$ cat src/rtl/int8_packer_pkg.sv
// rtl/int8_packer_pkg.sv - shared types and defaults for the int8 packing output stage
package int8_packer_pkg;

   // Default geometry of the packer and its output queue
   localparam int DEFAULT_LANES = 4;
   localparam int DEFAULT_DEPTH = 4;

   // One packed output word as it sits in the queue: bytes, byte strobe, tile-end marker
   typedef struct packed {
      logic [8*DEFAULT_LANES-1:0] data;
      logic [DEFAULT_LANES-1:0]   strb;
      logic                       last;
   } packed_word_t;

   // Flattened width of a packed word for a given lane count
   function automatic int word_bits(input int lanes);
      return 9 * lanes + 1;
   endfunction

endpackage

$ cat src/rtl/int8_packer_sync_fifo.sv
// rtl/int8_packer_sync_fifo.sv - synchronous word FIFO with extra-bit wrap pointers
module sync_fifo
   import int8_packer_pkg::*;
#(
   parameter int WIDTH = word_bits(DEFAULT_LANES),
   parameter int DEPTH = DEFAULT_DEPTH
) (
   input  logic             clk,
   input  logic             rst,
   input  logic             push,
   input  logic [WIDTH-1:0] wdata,
   input  logic             pop,
   output logic [WIDTH-1:0] rdata,
   output logic             full,
   output logic             empty
);

   localparam int AW = $clog2(DEPTH);

   logic [WIDTH-1:0] mem [DEPTH];
   logic [AW:0]      wr_ptr;
   logic [AW:0]      rd_ptr;
   logic             do_push;
   logic             do_pop;

   // The pointer MSB tells a full queue apart from an empty one at equal low bits
   assign full    = (wr_ptr[AW] != rd_ptr[AW]) && (wr_ptr[AW-1:0] == rd_ptr[AW-1:0]);
   assign empty   = (wr_ptr == rd_ptr);
   assign do_push = push && !full;
   assign do_pop  = pop && !empty;
   assign rdata   = mem[rd_ptr[AW-1:0]];

   // Storage write; contents need no reset because empty masks the head
   always_ff @(posedge clk) begin
      if (do_push) begin
         mem[wr_ptr[AW-1:0]] <= wdata;
      end
   end

   // Read and write pointers advance independently, so push+pop keeps occupancy
   always_ff @(posedge clk) begin
      if (rst) begin
         wr_ptr <= '0;
         rd_ptr <= '0;
      end else begin
         if (do_push) begin
            wr_ptr <= wr_ptr + (AW+1)'(1);
         end
         if (do_pop) begin
            rd_ptr <= rd_ptr + (AW+1)'(1);
         end
      end
   end

endmodule

$ cat src/rtl/int8_packer.sv
// rtl/int8_packer.sv - packs a stream of int8 results into LANES-byte words with byte strobes
module int8_packer
   import int8_packer_pkg::*;
#(
   parameter int LANES = DEFAULT_LANES,
   parameter int DEPTH = DEFAULT_DEPTH
) (
   input  logic               clk_i,
   input  logic               rst_i,
   input  logic               in_valid_i,
   output logic               in_ready_o,
   input  logic [7:0]         in_data_i,
   input  logic               in_last_i,
   output logic               out_valid_o,
   input  logic               out_ready_i,
   output logic [8*LANES-1:0] out_data_o,
   output logic [LANES-1:0]   out_strb_o,
   output logic               out_last_o
);

   localparam int LW = $clog2(LANES);
   localparam int WW = word_bits(LANES);

   logic [LW-1:0]      lane_q;
   logic [8*LANES-1:0] data_q;
   logic [8*LANES-1:0] data_next;
   logic [LANES-1:0]   strb_q;
   logic [LANES-1:0]   strb_next;
   logic               accept;
   logic               complete;
   logic               pop;
   logic               fifo_full;
   logic               fifo_empty;
   logic [WW-1:0]      push_word;
   logic [WW-1:0]      head_word;

   // Ready comes from queue state only; a full queue blocks even while it is draining
   assign in_ready_o = !fifo_full && !rst_i;
   assign accept     = in_valid_i && in_ready_o;
   assign complete   = accept && ((lane_q == LW'(LANES-1)) || in_last_i);

   // Merge the incoming byte into the partial word at the current lane
   always_comb begin
      data_next = data_q;
      strb_next = strb_q;
      for (int k = 0; k < LANES; k++) begin
         if (lane_q == LW'(k)) begin
            data_next[8*k +: 8] = in_data_i;
            strb_next[k]        = 1'b1;
         end
      end
      push_word = {data_next, strb_next, in_last_i};
   end

   // Assembly register: advance the lane, or clear after handing the word to the queue
   always_ff @(posedge clk_i) begin
      if (rst_i) begin
         lane_q <= '0;
         data_q <= '0;
         strb_q <= '0;
      end else if (complete) begin
         lane_q <= '0;
         data_q <= '0;
         strb_q <= '0;
      end else if (accept) begin
         lane_q <= lane_q + LW'(1);
         data_q <= data_next;
         strb_q <= strb_next;
      end
   end

   sync_fifo #(
      .WIDTH (WW),
      .DEPTH (DEPTH)
   ) u_fifo (
      .clk   (clk_i),
      .rst   (rst_i),
      .push  (complete),
      .wdata (push_word),
      .pop   (pop),
      .rdata (head_word),
      .full  (fifo_full),
      .empty (fifo_empty)
   );

   // Outputs read as zero whenever no word is presented, including during reset
   assign out_valid_o = !fifo_empty && !rst_i;
   assign pop         = out_valid_o && out_ready_i;
   assign {out_data_o, out_strb_o, out_last_o} = out_valid_o ? head_word : '0;

endmodule

$ cat config.mk
export PLATFORM = sky130hd
export DESIGN_NAME = int8_packer
export DESIGN_NICKNAME = d
export VERILOG_FILES = /design/src/rtl/int8_packer_pkg.sv /design/src/rtl/int8_packer_sync_fifo.sv /design/src/rtl/int8_packer.sv
export SDC_FILE = /design/constraint.sdc
export NUM_CORES = 1
export LEC_CHECK = 0
export CAP_MARGIN = 30
export CORE_MARGIN = 3
export CORE_UTILIZATION = 53
export DETAILED_ROUTE_END_ITERATION = 6
export PLACE_DENSITY = 0.75
export SLEW_MARGIN = 10
export SYNTH_ARGS = -nofsm -noshare
export SYNTH_HDL_FRONTEND = slang
export SYNTH_SLANG_ARGS = --single-unit
$ cat constraint.sdc
create_clock -name clk_i -period 2.26 [get_ports clk_i]
set_input_delay 0.452 -clock clk_i [delete_from_list [all_inputs] [get_ports clk_i]]
set_output_delay 0.452 -clock clk_i [all_outputs]
set_load 0.02 [all_outputs]
==> metrics.cfg, run 1 <==
[status]
status=complete, but fails checks
violations=negative setup slack

[detailed_routing]
drc=0
drtAntennaViolNets=0
avgRoutedWirePerCell_um=21.37
wirelength_um=16390
firstDrtPassIters=5
drt_iter0_drc=275
viasPerCell=5.739
vias=4402

[sta]
drv_slew=0
relSlewSlack=0.6242
setup_viol=26
setup_slack_ns=-0.08540
rsz0062_at_grt=true
tns_ns=-0.8380
worstMarginPinSlew_ns=0.5637
timing.fmax_ghz=0.4264
hold_violations=0
period_share=1.038
period_needed_ns=2.345
fin_skew_ns=0.007502

[power]
clockPowerShare=0.361
seqPwrFrac=0.496
switching_share=0.2297
power_switching_uw=1813
cellLeakagePower_uw=0.003523
pwr_density_cell_mw_per_mm2=798.0
p_int_uw=6081
p_comb_frac=0.143
ir_worst_vdd_uv=562.9
total_power_uw=7894

[grt]
grt_overflow_total=0
grt_max_degree=56
grt_pass1_wl_um=25240
antenna_found_initial=0
gr-usage-all-layers=0.2042
grt_pass1_vias=4562

[synth]
yosys.cell_types.count=38
synth.area.mux_share=0.1866
syn_area_per_cell_um2=16.82
syn_nets=506
synth_top_family_by_area=multiplexers
synthTopCellsByCount=edfxtp_1, dfxtp_1, nor2b_1
synth_seq_area_share=0.6590
syn-instance-count=484
synth-simple-area-share=0.09252
synthArstFlopShare=0
synth_seq_cells=194
synthAdderAreaFrac=0.01383
yosys.area_share.xor_xnor=0.006455
yosys.area.top_type_share=0.5459
synth.top_cells.by_area=edfxtp_1, dfxtp_1, mux4_2
synth-edff-count=148
synth_compound_area_frac=0.01767
syn_area_mm2=0.008142
synth_ff_type=edfxtp_1
yosysTopAreaCell=edfxtp_1
yosys_warnings=0
yosysMostFrequentCell=edfxtp_1

[layout]
nNetsFinal=592
antennaDiodeCount=0
drive_gt1_frac=0.3859
final_util=0.6705
final_cells=767
syn2layout_area_growth_pct=21.52
n_fill_cell=1011

[critical_path]
crit_path_max_fanout=6
cpLargestDelayFamily=multiplexers
crit_slowest_cell=mux4_2
criticalPathCategory=reg2out
end_kind=output pin
worstSetupStartpointType=flop
crit_chain=buf_12 -> buf_4 -> mux4_2 -> nor2b_4 -> buf_6
arrival_ns=1.89
max_stage_delay_ns=0.50
path_buf_inv=3
cp.required_ns=1.81
reg2reg_from=lane_q[0]$_SDFFE_PP0P_

[floorplan]
rows=44
core_area_mm2=0.01475
die-area_mm2=0.01688
start_util=0.5518
boundaryPins=52
die_w_um=129.9
die_h_um=129.9

[placement]
gp_congestion=0.8011
hpwl_um=10050
io_buffers=51
dpl.cell_count=724
place_ws_ns=-0.01197

[min_path]
min-delay-start=strb_q[1]$_SDFFE_PP0P_
holdCritPathClass=reg2reg

[clock_network]
clk_pin_slew_ns=0.07
insertion_delay_ns=0.43
cts_tree=built
root_buffer=clkbuf_16
h-tree-depth=4
cts_sinks=194
clockBufferDepth=2
cts_made_buffers=17
postCtsHoldBufs=0

[run]
maxCapViolations=0

[worst min-delay path, stage by stage (launching register included)]
cell and delay (ns):
dfxtp_1 0.31, inv_1 0.05, a211oi_1 0.06
[registers in the layout, indices dropped and copies added, names as in the netlist, named ones only]
register       flops
u_fifo.wr_ptr      3
data_q            32
u_fifo.mem       148
strb_q             4
lane_q             2
u_fifo.rd_ptr      3
[path summary, 6_finish.rpt]
check                                                   end  slack [ns]  cells past startpoint
worst max-delay path                         out_data_o[24]       -0.09                      5
worst min register to register       strb_q[1]$_SDFFE_PP0P_        0.47                      2
worst min-delay path                 strb_q[1]$_SDFFE_PP0P_        0.47                      2
worst max register to register  u_fifo.mem[1][24]$_DFFE_PP_        0.33                      5
[cell families (layout without fill, tap and decap cells)]
kind of cell / count (synthesis) / count (layout)
muxes: 101 / 101
and+or+nand+nor: 122 / 122
DFF: 194 / 194
xor gates and xnor gates: 6 / 6
buffers and inverters: 36 / 135
adders and majority gates: 9 / 9
AOI/OAI and AO/OA: 16 / 16
[layer usage]
layer,share of wire,vias to the layer above,GRT usage
met5,0,-,0
met4,0.024,0,0.09413
met3,0.041,27,0.03807
met2,0.50,105,0.3251
met1,0.44,2281,0.2766
li1,-,1989,-
[power by group through the flow]
stage | logic [uW] | clock network, uW | registers (uW)
2_1_floorplan | 621 | 0 | 3980
3_3_place_gp | 988 | 0 | 3980
3_5_place_dp | 1000 | 0 | 3990
4_1_cts | 1030 | 2910 | 3910
5_1_grt | 1210 | 3050 | 3920
6_report | 1130 | 2850 | 3920
[layout make-up]
class,instances,area (um2),share of cell area
multi-input combinational,254,2715,0.2744
tap,184,230.2,0.02327
clock inverter,11,115.1,0.01164
sequential,194,5373,0.5431
clock buffer,21,440.4,0.04452
timing repair buffer,95,989.7,0.1000
inverter,8,30.03,0.003035
[cell usage in the layout, fill, tap and decap left out, types with 3 or more instances in the layout]
cell             synthesis  final
mux4_2                  37     37
clkbuf_1                13      4
ha_1                     9      9
nor3b_2                  9      9
or2_2                    4      4
buf_6                    2     16
nor2b_1                 39     24
nor2b_4                  0     15
clkinv_2                 0      5
inv_1                    8      8
clkinv_4                 0      3
nand2_1                 27     27
and3b_2                  0      4
edfxtp_1               148    148
buf_12                   0     17
o311ai_0                 3      3
nand2b_1                31     31
mux2i_1                 28     28
dfxtp_1                 46     42
mux2_2                  36     36
clkbuf_16                0     18
xor2_1                   3      3
clkdlybuf4s50_1          0     11
dfxtp_2                  0      3
buf_2                    6     19
nor2_1                   4      4
buf_4                    4     28
[metrics by stage]
step                      hold slack, ns  cell area [um2]
after floorplan                   0.4291             8147
final                             0.4696             9893
after global routing              0.4855             9893
after global placement            0.4436             9150
after CTS                         0.4721             9693
after detailed placement          0.4626             9150
[timing repair]
action                     4_1_cts  5_1_grt
pin swaps                        1        1
resized for setup              139       87
setup endpoints to repair       39       39
cloned                           2        1
hold endpoints to repair         0        0
setup buffers                    5        5
Note: power is estimated with default switching activity, not from simulation.
==> inputs of run 2 (changes only) <==
CORE_UTILIZATION = 40   (was 53)
PLACE_DENSITY = default   (was 0.75)
SKIP_LAST_GASP = 1   (was default)
==> metrics.cfg, run 2 (synthesis gave the netlist of run 1 again) <==
[floorplan]
rows=51  ; +16%
boundaryPins=52  ; unchanged
die-area_mm2=0.02210  ; +31%
start_util=0.4129  ; -0.1389
die_w_um=148.7  ; +14%
die_h_um=148.7  ; +14%
core_area_mm2=0.01972  ; +34%

[placement]
io_buffers=51  ; unchanged
gp_congestion=0.7356  ; -8.2%
hpwl_um=10430  ; +3.7%
dpl.cell_count=809  ; +12%

[sta]
rsz0062_at_grt=true
timing.fmax_ghz=0.4219  ; -1.0%
fin_skew_ns=0.007635  ; +0.0001332 ns
setup_viol=36  ; +38%
setup_slack_ns=-0.1103  ; -0.02486 ns
period_needed_ns=2.370  ; +0.02486 ns
hold_violations=0  ; unchanged
relSlewSlack=0.6067  ; -0.01748
whs_ns=0.4574  ; -0.01222 ns
worstMarginPinSlew_ns=0.5899  ; +0.02622 ns
period_share=1.049  ; +0.01100
tns_ns=-1.994  ; -1.156 ns
drv_slew=0  ; unchanged

[min_path]
hold_depth=2  ; unchanged
holdCritPathClass=reg2reg

[critical_path]
cp.required_ns=1.81  ; about the same
criticalPathCategory=reg2out
arrival_ns=1.92  ; +0.03 ns
end_kind=output pin
reg2reg_depth=5  ; unchanged
worstSetupStartpointType=flop
crit_path_max_fanout=5  ; -1

[grt]
gr-usage-all-layers=0.1611  ; -0.04316
grt_max_degree=56  ; unchanged
grt_pass1_vias=4528  ; -0.75%
grt_pass1_wl_um=26520  ; +5.1%
grt_overflow_total=0  ; unchanged
antenna_found_initial=0  ; unchanged

[layout]
drive_gt1_frac=0.3867  ; +0.0007773
largest_register_ffs=148  ; unchanged
nNetsFinal=596  ; +0.68%
mostFrequentLayoutCells=edfxtp_1, dfxtp_1, mux4_2, mux2_2, buf_4
multi_input_area_mm2=0.002701  ; -0.51%
final_common_cell=edfxtp_1
n_fill_cell=1606  ; +59%
syn2layout_area_growth_pct=24.22
register_area_mm2=0.005369  ; about the same
final_cells=852  ; +11%
antennaDiodeCount=0  ; unchanged

[clock_network]
cts_made_buffers=17  ; unchanged
cts_sinks=194  ; unchanged
cts_tree=built
clk_pin_slew_ns=0.06  ; about the same
root_buffer=clkbuf_16
insertion_delay_ns=0.43  ; about the same
clockBufferDepth=2  ; unchanged
h-tree-depth=4  ; unchanged
postCtsHoldBufs=0  ; unchanged

[detailed_routing]
vias=4326  ; -1.7%
wirelength_um=17020  ; +3.8%
drc=0  ; unchanged
viasPerCell=5.077  ; -12%
firstDrtPassIters=4  ; -1
drtAntennaViolNets=0  ; unchanged
drt_iter0_drc=177  ; -36%
avgRoutedWirePerCell_um=19.98  ; -6.5%

[status]
violations=negative setup slack
status=complete, but fails checks

[power]
total_power_uw=8059  ; +2.1%
pwr_density_cell_mw_per_mm2=796.9  ; -0.13%
cellLeakagePower_uw=0.003565  ; +1.2%
ir_worst_vdd_uv=545.3  ; -3.1%

[run]
maxCapViolations=0  ; unchanged

==> run 2: layout make-up <==
class | instances | share of cell area
inverters | 8 | 0.002969
well taps | 265 | 0.03279
repair buffers | 99 | 0.1084
clock buffers | 18 | 0.04243
clock inverters | 14 | 0.01546
flip-flops and latches | 194 | 0.5309
multi-input cells | 254 | 0.2671
==> run 2: worst paths after layout <==
kind | start | endpoint | slack [ns]
max | flop | out_data_o[15] | -0.11
min | strb_q[1]$_SDFFE_PP0P_ | strb_q[1]$_SDFFE_PP0P_ | 0.46
max reg2reg | lane_q[0]$_SDFFE_PP0P_ | u_fifo.mem[1][15]$_DFFE_PP_ | 0.38
min reg2reg | strb_q[1]$_SDFFE_PP0P_ | strb_q[1]$_SDFFE_PP0P_ | 0.46
==> run 2: where the power goes <==
group | switching, uW | internal [uW]
combinational | 574 | 622
sequential | 26.3 | 3880
clock | 1310 | 1650
==> run 2: critical path, cell delays in order (launching register included) <==
cell,delay [ns]
dfxtp_4,0.38
buf_12,0.11
buf_12,0.11
buf_16,0.12
mux4_2,0.48
nor2b_1,0.14
buf_2,0.15
==> run 2: metal layers <==
layer / part of all wire / vias up / global-route usage
li1: - / 2004 / -
met1: 0.43 / 2233 / 0.2095
met2: 0.52 / 78 / 0.2769
met3: 0.039 / 11 / 0.03077
met4: 0.010 / 0 / 0.04619
met5: 0 / - / 0
==> run 2: repair_timing <==
item	CTS	global route
cloned	4	1
gates resized for setup	194	25
setup endpoints to repair	39	38
pin swaps	1	0
buffers inserted	9	1
==> run 2: stage by stage <==
| stage | instance area, um2 | util | setup WS, ns |
|---|---|---|---|
| finish | 10110 | 0.5129 | -0.1103 |
| global route | 10110 | 0.5129 | -0.1720 |
| CTS | 10080 | 0.5114 | -0.1584 |
| detailed placement | 9306 | 0.4720 | -0.03391 |
| global placement | 9306 | 0.4720 | -0.03772 |
| floorplan | 8147 | - | 0.2971 |
==> RTL change 1 (config.mk and constraints of run 1) <==
`DEFAULT_DEPTH`: 4 -> 8.
--- a/src/rtl/int8_packer_pkg.sv
+++ b/src/rtl/int8_packer_pkg.sv
@@ -3,7 +3,7 @@
 
    // Default geometry of the packer and its output queue
    localparam int DEFAULT_LANES = 4;
-   localparam int DEFAULT_DEPTH = 4;
+   localparam int DEFAULT_DEPTH = 8;
 
    // One packed output word as it sits in the queue: bytes, byte strobe, tile-end marker
    typedef struct packed {
Behaviour: not the same (Yosys sat finds a counterexample within 10 cycles, from zero or initial values and one cycle with rst_i high).
==> RTL change 1 against run 1 <==
The run still ends with setup timing left. Wire length grew 81%. First-iteration DRC count grew 78%. Area after synthesis rose by 67%. Setup slack got worse by 0.36 ns. Total power is 83% higher. Sequential cell count increased by 151. Final area up 70%. Highest routed layer unchanged.
==> RTL change 1: results (changes against run 1) <==
| Stage | Parameter | This run | vs run 1 |
|---|---|---|---|
| run status | Status | complete, but fails checks |  |
| run status | Violations in the final reports | setup timing |  |
| clock tree | Total CTS buffers | 34 | +17 |
| setup path | Crit path largest cell delay | 0.54 ns | +0.04 ns |
| yosys | Number of enable flip-flop cells after synthesis | 296 | +100% |
| detailed routing | Number of detailed-route iterations in the first pass | 4 | -1 |
| layout | Final net count | 865 | +46% |
| yosys | Most used standard cells in the synthesized netlist | 296 x sky130_fd_sc_hd__edfxtp_1, 79 x sky130_fd_sc_hd__nor2_1, 74 x sky130_fd_sc_hd__mux2i_1, 74 x sky130_fd_sc_hd__mux4_2, 49 x sky130_fd_sc_hd__dfxtp_1 |  |
| detailed routing | Length of routed met3 wiring | 2004 µm | +200% |
| layout | Clock network area share | 6.630% | +1.0 points |
| timing | Worst path setup slack after routing | -0.4409 ns | -0.3555 ns |
| timing | Actual transition at the worst max-transition pin | 0.7490 ns | +0.1853 ns |
| yosys | Distinct cell type count after synthesis | 36 | -5.3% |
| layout | Seq_cells | 345 | +78% |
| placement | Placer congestion estimate | 0.7696 | -3.9% |
| layout | Number of multi-input combinational cells in the layout | 317 | +25% |
| timing | Total of endpoints with negative setup slack in the final report | 38 | +46% |
| yosys | Ranking of synthesized cells by area | sky130_fd_sc_hd__edfxtp_1 65%, sky130_fd_sc_hd__mux4_2 12%, sky130_fd_sc_hd__dfxtp_1 7.2% |  |
| placement | Setup Slack @ Placement | -0.3103 ns | -0.2984 ns |
| layout | Total of plain and repair buffers excluding clock buffers | 141 | +48% |
| yosys | Sequential cell area fraction in the yosys report | 72.45% | +6.6 points |
| layout | Logic inverters | 7 | -1 |
| detailed routing | Metal2 WL | 15,080 µm | +85% |
| clock tree | Clk_lat worst skew | 0.51 ns | +0.08 ns |
| layout | Signal buffers share of area | 9.812% | -0.19 points |
| placement | Post-DP HPWL | 16,810 µm | +67% |
| layout | Number of flip-flops under the largest register name | 296 | +100% |
RTL change 1: cell types whose count changed after synthesis, moves of 4 or more:
cell	run 1	this run
sky130_fd_sc_hd__nand2b_1	31	3
sky130_fd_sc_hd__mux2i_1	28	74
sky130_fd_sc_hd__nor3b_2	9	0
sky130_fd_sc_hd__nor2_1	4	79
sky130_fd_sc_hd__a21oi_1	1	6
sky130_fd_sc_hd__mux2_2	36	32
sky130_fd_sc_hd__edfxtp_1	148	296
sky130_fd_sc_hd__and3b_1	4	0
sky130_fd_sc_hd__buf_2	6	15
sky130_fd_sc_hd__nand2_1	27	5
sky130_fd_sc_hd__mux4_2	37	74
sky130_fd_sc_hd__nor2b_1	39	2
RTL change 1: cells by family after synthesis:
kind of cell	after synthesis	share of synthesized area, %
flops	345	72.45
compound gates	15	0.9002
mux	182	20.48
xor+xnor	8	0.5695
buf+inv	48	1.773
fa+ha+maj	6	0.5511
simple gates	106	3.270
RTL change 1: stage by stage:
stage | util (%) | hold WS, ns | cell area, µm² | setup TNS [ns] | std cells
6_report | 66.65 | 0.4596 | 16830 | -13.21 | 1201
5_1_grt | 66.65 | 0.4757 | 16830 | -16.33 | 1201
4_1_cts | 66.43 | 0.4647 | 16780 | -14.13 | 1200
3_5_place_dp | 60.63 | 0.4489 | 15310 | -45.69 | 1115
3_3_place_gp | 60.63 | 0.4405 | 15310 | -33.22 | 1115
2_1_floorplan | - | 0.4293 | 13770 | -72.84 | 710
RTL change 1: where the power goes:
| group | leakage, µW | switching, µW | total [µW] | internal, µW |
|---|---|---|---|---|
| combinational | 0.00199 | 869 | 1890 | 1030 |
| sequential | 0.00319 | 29.9 | 6970 | 6940 |
| clock | 0.000552 | 2270 | 5570 | 3300 |
| total | 0.00573 | 3170 | 14400 | 11300 |
RTL change 1: final timing paths:
path	slack [ns]	depth (start not counted)	startpoint	end
max	-0.44	7	flop	out_data_o[13]
min	0.46	2	strb_q[3]$_SDFFE_PP0P_	strb_q[3]$_SDFFE_PP0P_
max reg2reg	0.09	8	u_fifo.wr_ptr[2]$_SDFFE_PP0P_	u_fifo.mem[0][27]$_DFFE_PP_
min reg2reg	0.46	2	strb_q[3]$_SDFFE_PP0P_	strb_q[3]$_SDFFE_PP0P_
RTL change 1: repair_timing:
item                                    CTS  global route
setup buffers                            18             7
pin swaps                                 6            11
endpoints found under the setup margin   70            61
gates cloned                              6             0
resized for setup                       206            26
RTL change 1: metal layers:
metal | vias to the layer above | track usage (%)
li1 | 3070 | -
met1 | 3599 | 28.15
met2 | 268 | 36.96
met3 | 74 | 3.785
met4 | 0 | 8.034
met5 | - | 0
==> RTL change 2 (settings of run 1) <==
Without the edit above. Make the reset (`rst` and `rst_i`) asynchronous in 2 clocked blocks.
--- a/src/rtl/int8_packer_sync_fifo.sv
+++ b/src/rtl/int8_packer_sync_fifo.sv
@@ -38,7 +38,7 @@
    end
 
    // Read and write pointers advance independently, so push+pop keeps occupancy
-   always_ff @(posedge clk) begin
+   always_ff @(posedge clk or posedge rst) begin
       if (rst) begin
          wr_ptr <= '0;
          rd_ptr <= '0;
--- a/src/rtl/int8_packer.sv
+++ b/src/rtl/int8_packer.sv
@@ -53,7 +53,7 @@
    end
 
    // Assembly register: advance the lane, or clear after handing the word to the queue
-   always_ff @(posedge clk_i) begin
+   always_ff @(posedge clk_i or posedge rst_i) begin
       if (rst_i) begin
          lane_q <= '0;
          data_q <= '0;
Function: no difference found for any inputs over 4 cycles, from zero or initial values and one cycle with rst_i high; that may be too few to reach the edited logic, so the function may still have changed.
==> RTL change 2 against run 1 <==
The flow still finishes with violations (setup timing). First-iteration DRC count rose by 12%. Maximum frequency fell by 3.7%. Highest routed layer unchanged. Setup slack got worse by 0.090 ns. Largest cell class unchanged. Wire length rose by 3.3%. Sequential cell count fell by 2. Area after synthesis fell by 2.0%. Critical path type unchanged. Final area rose by 0.30%. Hold slack got worse by 0.040 ns. Global-route usage rose by 0.71 points.
Power is not compared: it rests on default switching activity, and its combinational part moved more than twofold at a synthesized area within 25%.
==> RTL change 2: results (changes against run 1) <==
| Stage | Parameter | This run | vs run 1 |
|---|---|---|---|
| global route | Vias in the first global route | 4,478 | -1.8% |
| timing | Worst-case headroom to the max-slew limit | 64.90% | +2.5 points |
| timing | Max Freq | 410.5 MHz | -3.7% |
| layout | Logic inverters | 5 | -3 |
| global route | Global-route usage over all layers | 21.14% | +0.71 points |
| timing | Total of endpoints with negative setup slack in the final report | 38 | +46% |
| layout | Clock network area share | 5.813% | +0.20 points |
| yosys | Flip-flop and latch count after synthesis | 192 | -1.0% |
| yosys | Sequential cell area fraction in the yosys report | 69.51% | +3.6 points |
| placement | Post-DP HPWL | 9535 µm | -5.1% |
| setup path | Path depth of the worst reg2reg path | 9 | +4 |
| run status | Status | complete, but fails checks |  |
| layout | Final net count | 572 | -3.4% |
| setup path | Worst flop-to-flop path endpoint | u_fifo.mem[0][24]$_DFFE_PP_ |  |
| layout | Final Instance Count excl. Fillers | 747 | -2.6% |
| yosys | Synthesized net count | 483 | -4.5% |
| yosys | Distinct cell type count after synthesis | 34 | -11% |
| detailed routing | Violation count after the first detailed-route iteration | 308 | +12% |
| setup path | Critical path peak fanout | 8 | +2 |
| setup path | Data arrival time of the critical path | 1.98 ns | +0.09 ns |
| layout | Signal buffers share of area | 11.75% | +1.7 points |
| layout | Clock buffer cells | 27 | +29% |
| detailed routing | Vias/cell | 5.801 | +1.1% |
| layout | Number of multi-input combinational cells in the layout | 239 | -5.9% |
| setup path | Startpoint of the most critical register-to-register path | u_fifo.rd_ptr[0]$_DFFE_PP0P_ |  |
| setup path | Worst setup endpoint | out_data_o[6] |  |
| timing | Worst path setup slack after routing | -0.1758 ns | -0.09040 ns |
| yosys | Async S/R FF share, synth | 22.92% | +23 points |
| timing | Post-Route Setup TNS | -4.691 ns | -3.853 ns |
| layout | Fill cell count | 939 | -7.1% |
| yosys | Most used standard cells in the synthesized netlist | 148 x sky130_fd_sc_hd__edfxtp_1, 49 x sky130_fd_sc_hd__nand2_1, 44 x sky130_fd_sc_hd__dfrtp_1, 41 x sky130_fd_sc_hd__and2_1, 37 x sky130_fd_sc_hd__mux4_2 |  |
| setup path | Setup slack of the most critical reg-to-reg path | 0.04 ns | -0.29 ns |
| global route | Global-route wire length before repair | 25,600 µm | +1.4% |
| placement | Placed instance count | 701 | -3.2% |
| yosys | Ranking of synthesized cells by area | sky130_fd_sc_hd__edfxtp_1 56%, sky130_fd_sc_hd__dfrtp_1 14%, sky130_fd_sc_hd__mux4_2 10% |  |
| layout | Sequential share of cell area | 55.91% | +1.6 points |
| global route | Largest net degree at the start of global routing | 49 | -13% |
| yosys | Synthesized instance count | 461 | -4.8% |
| layout | Multi-input gate share of the layout cell area | 24.02% | -3.4 points |
| run status | Violations in the final reports | setup timing |  |
RTL change 2: cell types whose count changed after synthesis, sizes merged, moves of 22 or more:
cell    before  now
nor2b       39   10
o21ai        1   25
and2         0   41
dfrtp        0   44
mux2i       28    0
dfxtp       46    0
nand2       27   49
nand2b      31    0
RTL change 2: metal layers:
layer	GRT usage, %	share of wire (%)	vias up
met2	33.75	50	154
met3	3.944	4.4	25
met1	29.49	44	2251
li1	-	-	1903
met4	7.783	1.8	0
met5	0	0	-
RTL change 2: kinds of logic (layout without fill, tap and decap cells):
family	Yosys count	in the layout	share of synthesized area, %
adder cells (fa/ha/maj)	9	9	1.412
multiplexers	71	71	15.29
flip-flops	192	192	69.51
AO/OA/AOI/OAI	33	33	2.478
XOR/XNOR	8	8	1.161
buffers and inverters	30	132	2.525
AND/OR/NAND/NOR	118	118	7.622
RTL change 2: through the flow:
| step | hold slack, ns | instance area [µm²] |
|---|---|---|
| after floorplan | 0.4446 | 7989 |
| after global placement | 0.4591 | 8925 |
| after detailed placement | 0.4709 | 8925 |
| after CTS | 0.3874 | 9858 |
| after global routing | 0.4417 | 9923 |
| final | 0.4296 | 9923 |
RTL change 2: what timing repair did:
action | 4_1_cts | 5_1_grt
buffers inserted | 8 | 2
gates resized for setup | 271 | 19
cloned | 4 | 3
pin swaps | 27 | 3
endpoints found under the setup margin | 39 | 158
hold buffers | 0 | 0
RTL change 2: critical path, cell delays in order, from the launching register on:
cell and delay, ns:
sky130_fd_sc_hd__dfrtp_2 0.44, sky130_fd_sc_hd__buf_12 0.15, sky130_fd_sc_hd__buf_12 0.14, sky130_fd_sc_hd__mux4_2 0.54, sky130_fd_sc_hd__and2_4 0.16, sky130_fd_sc_hd__buf_6 0.12
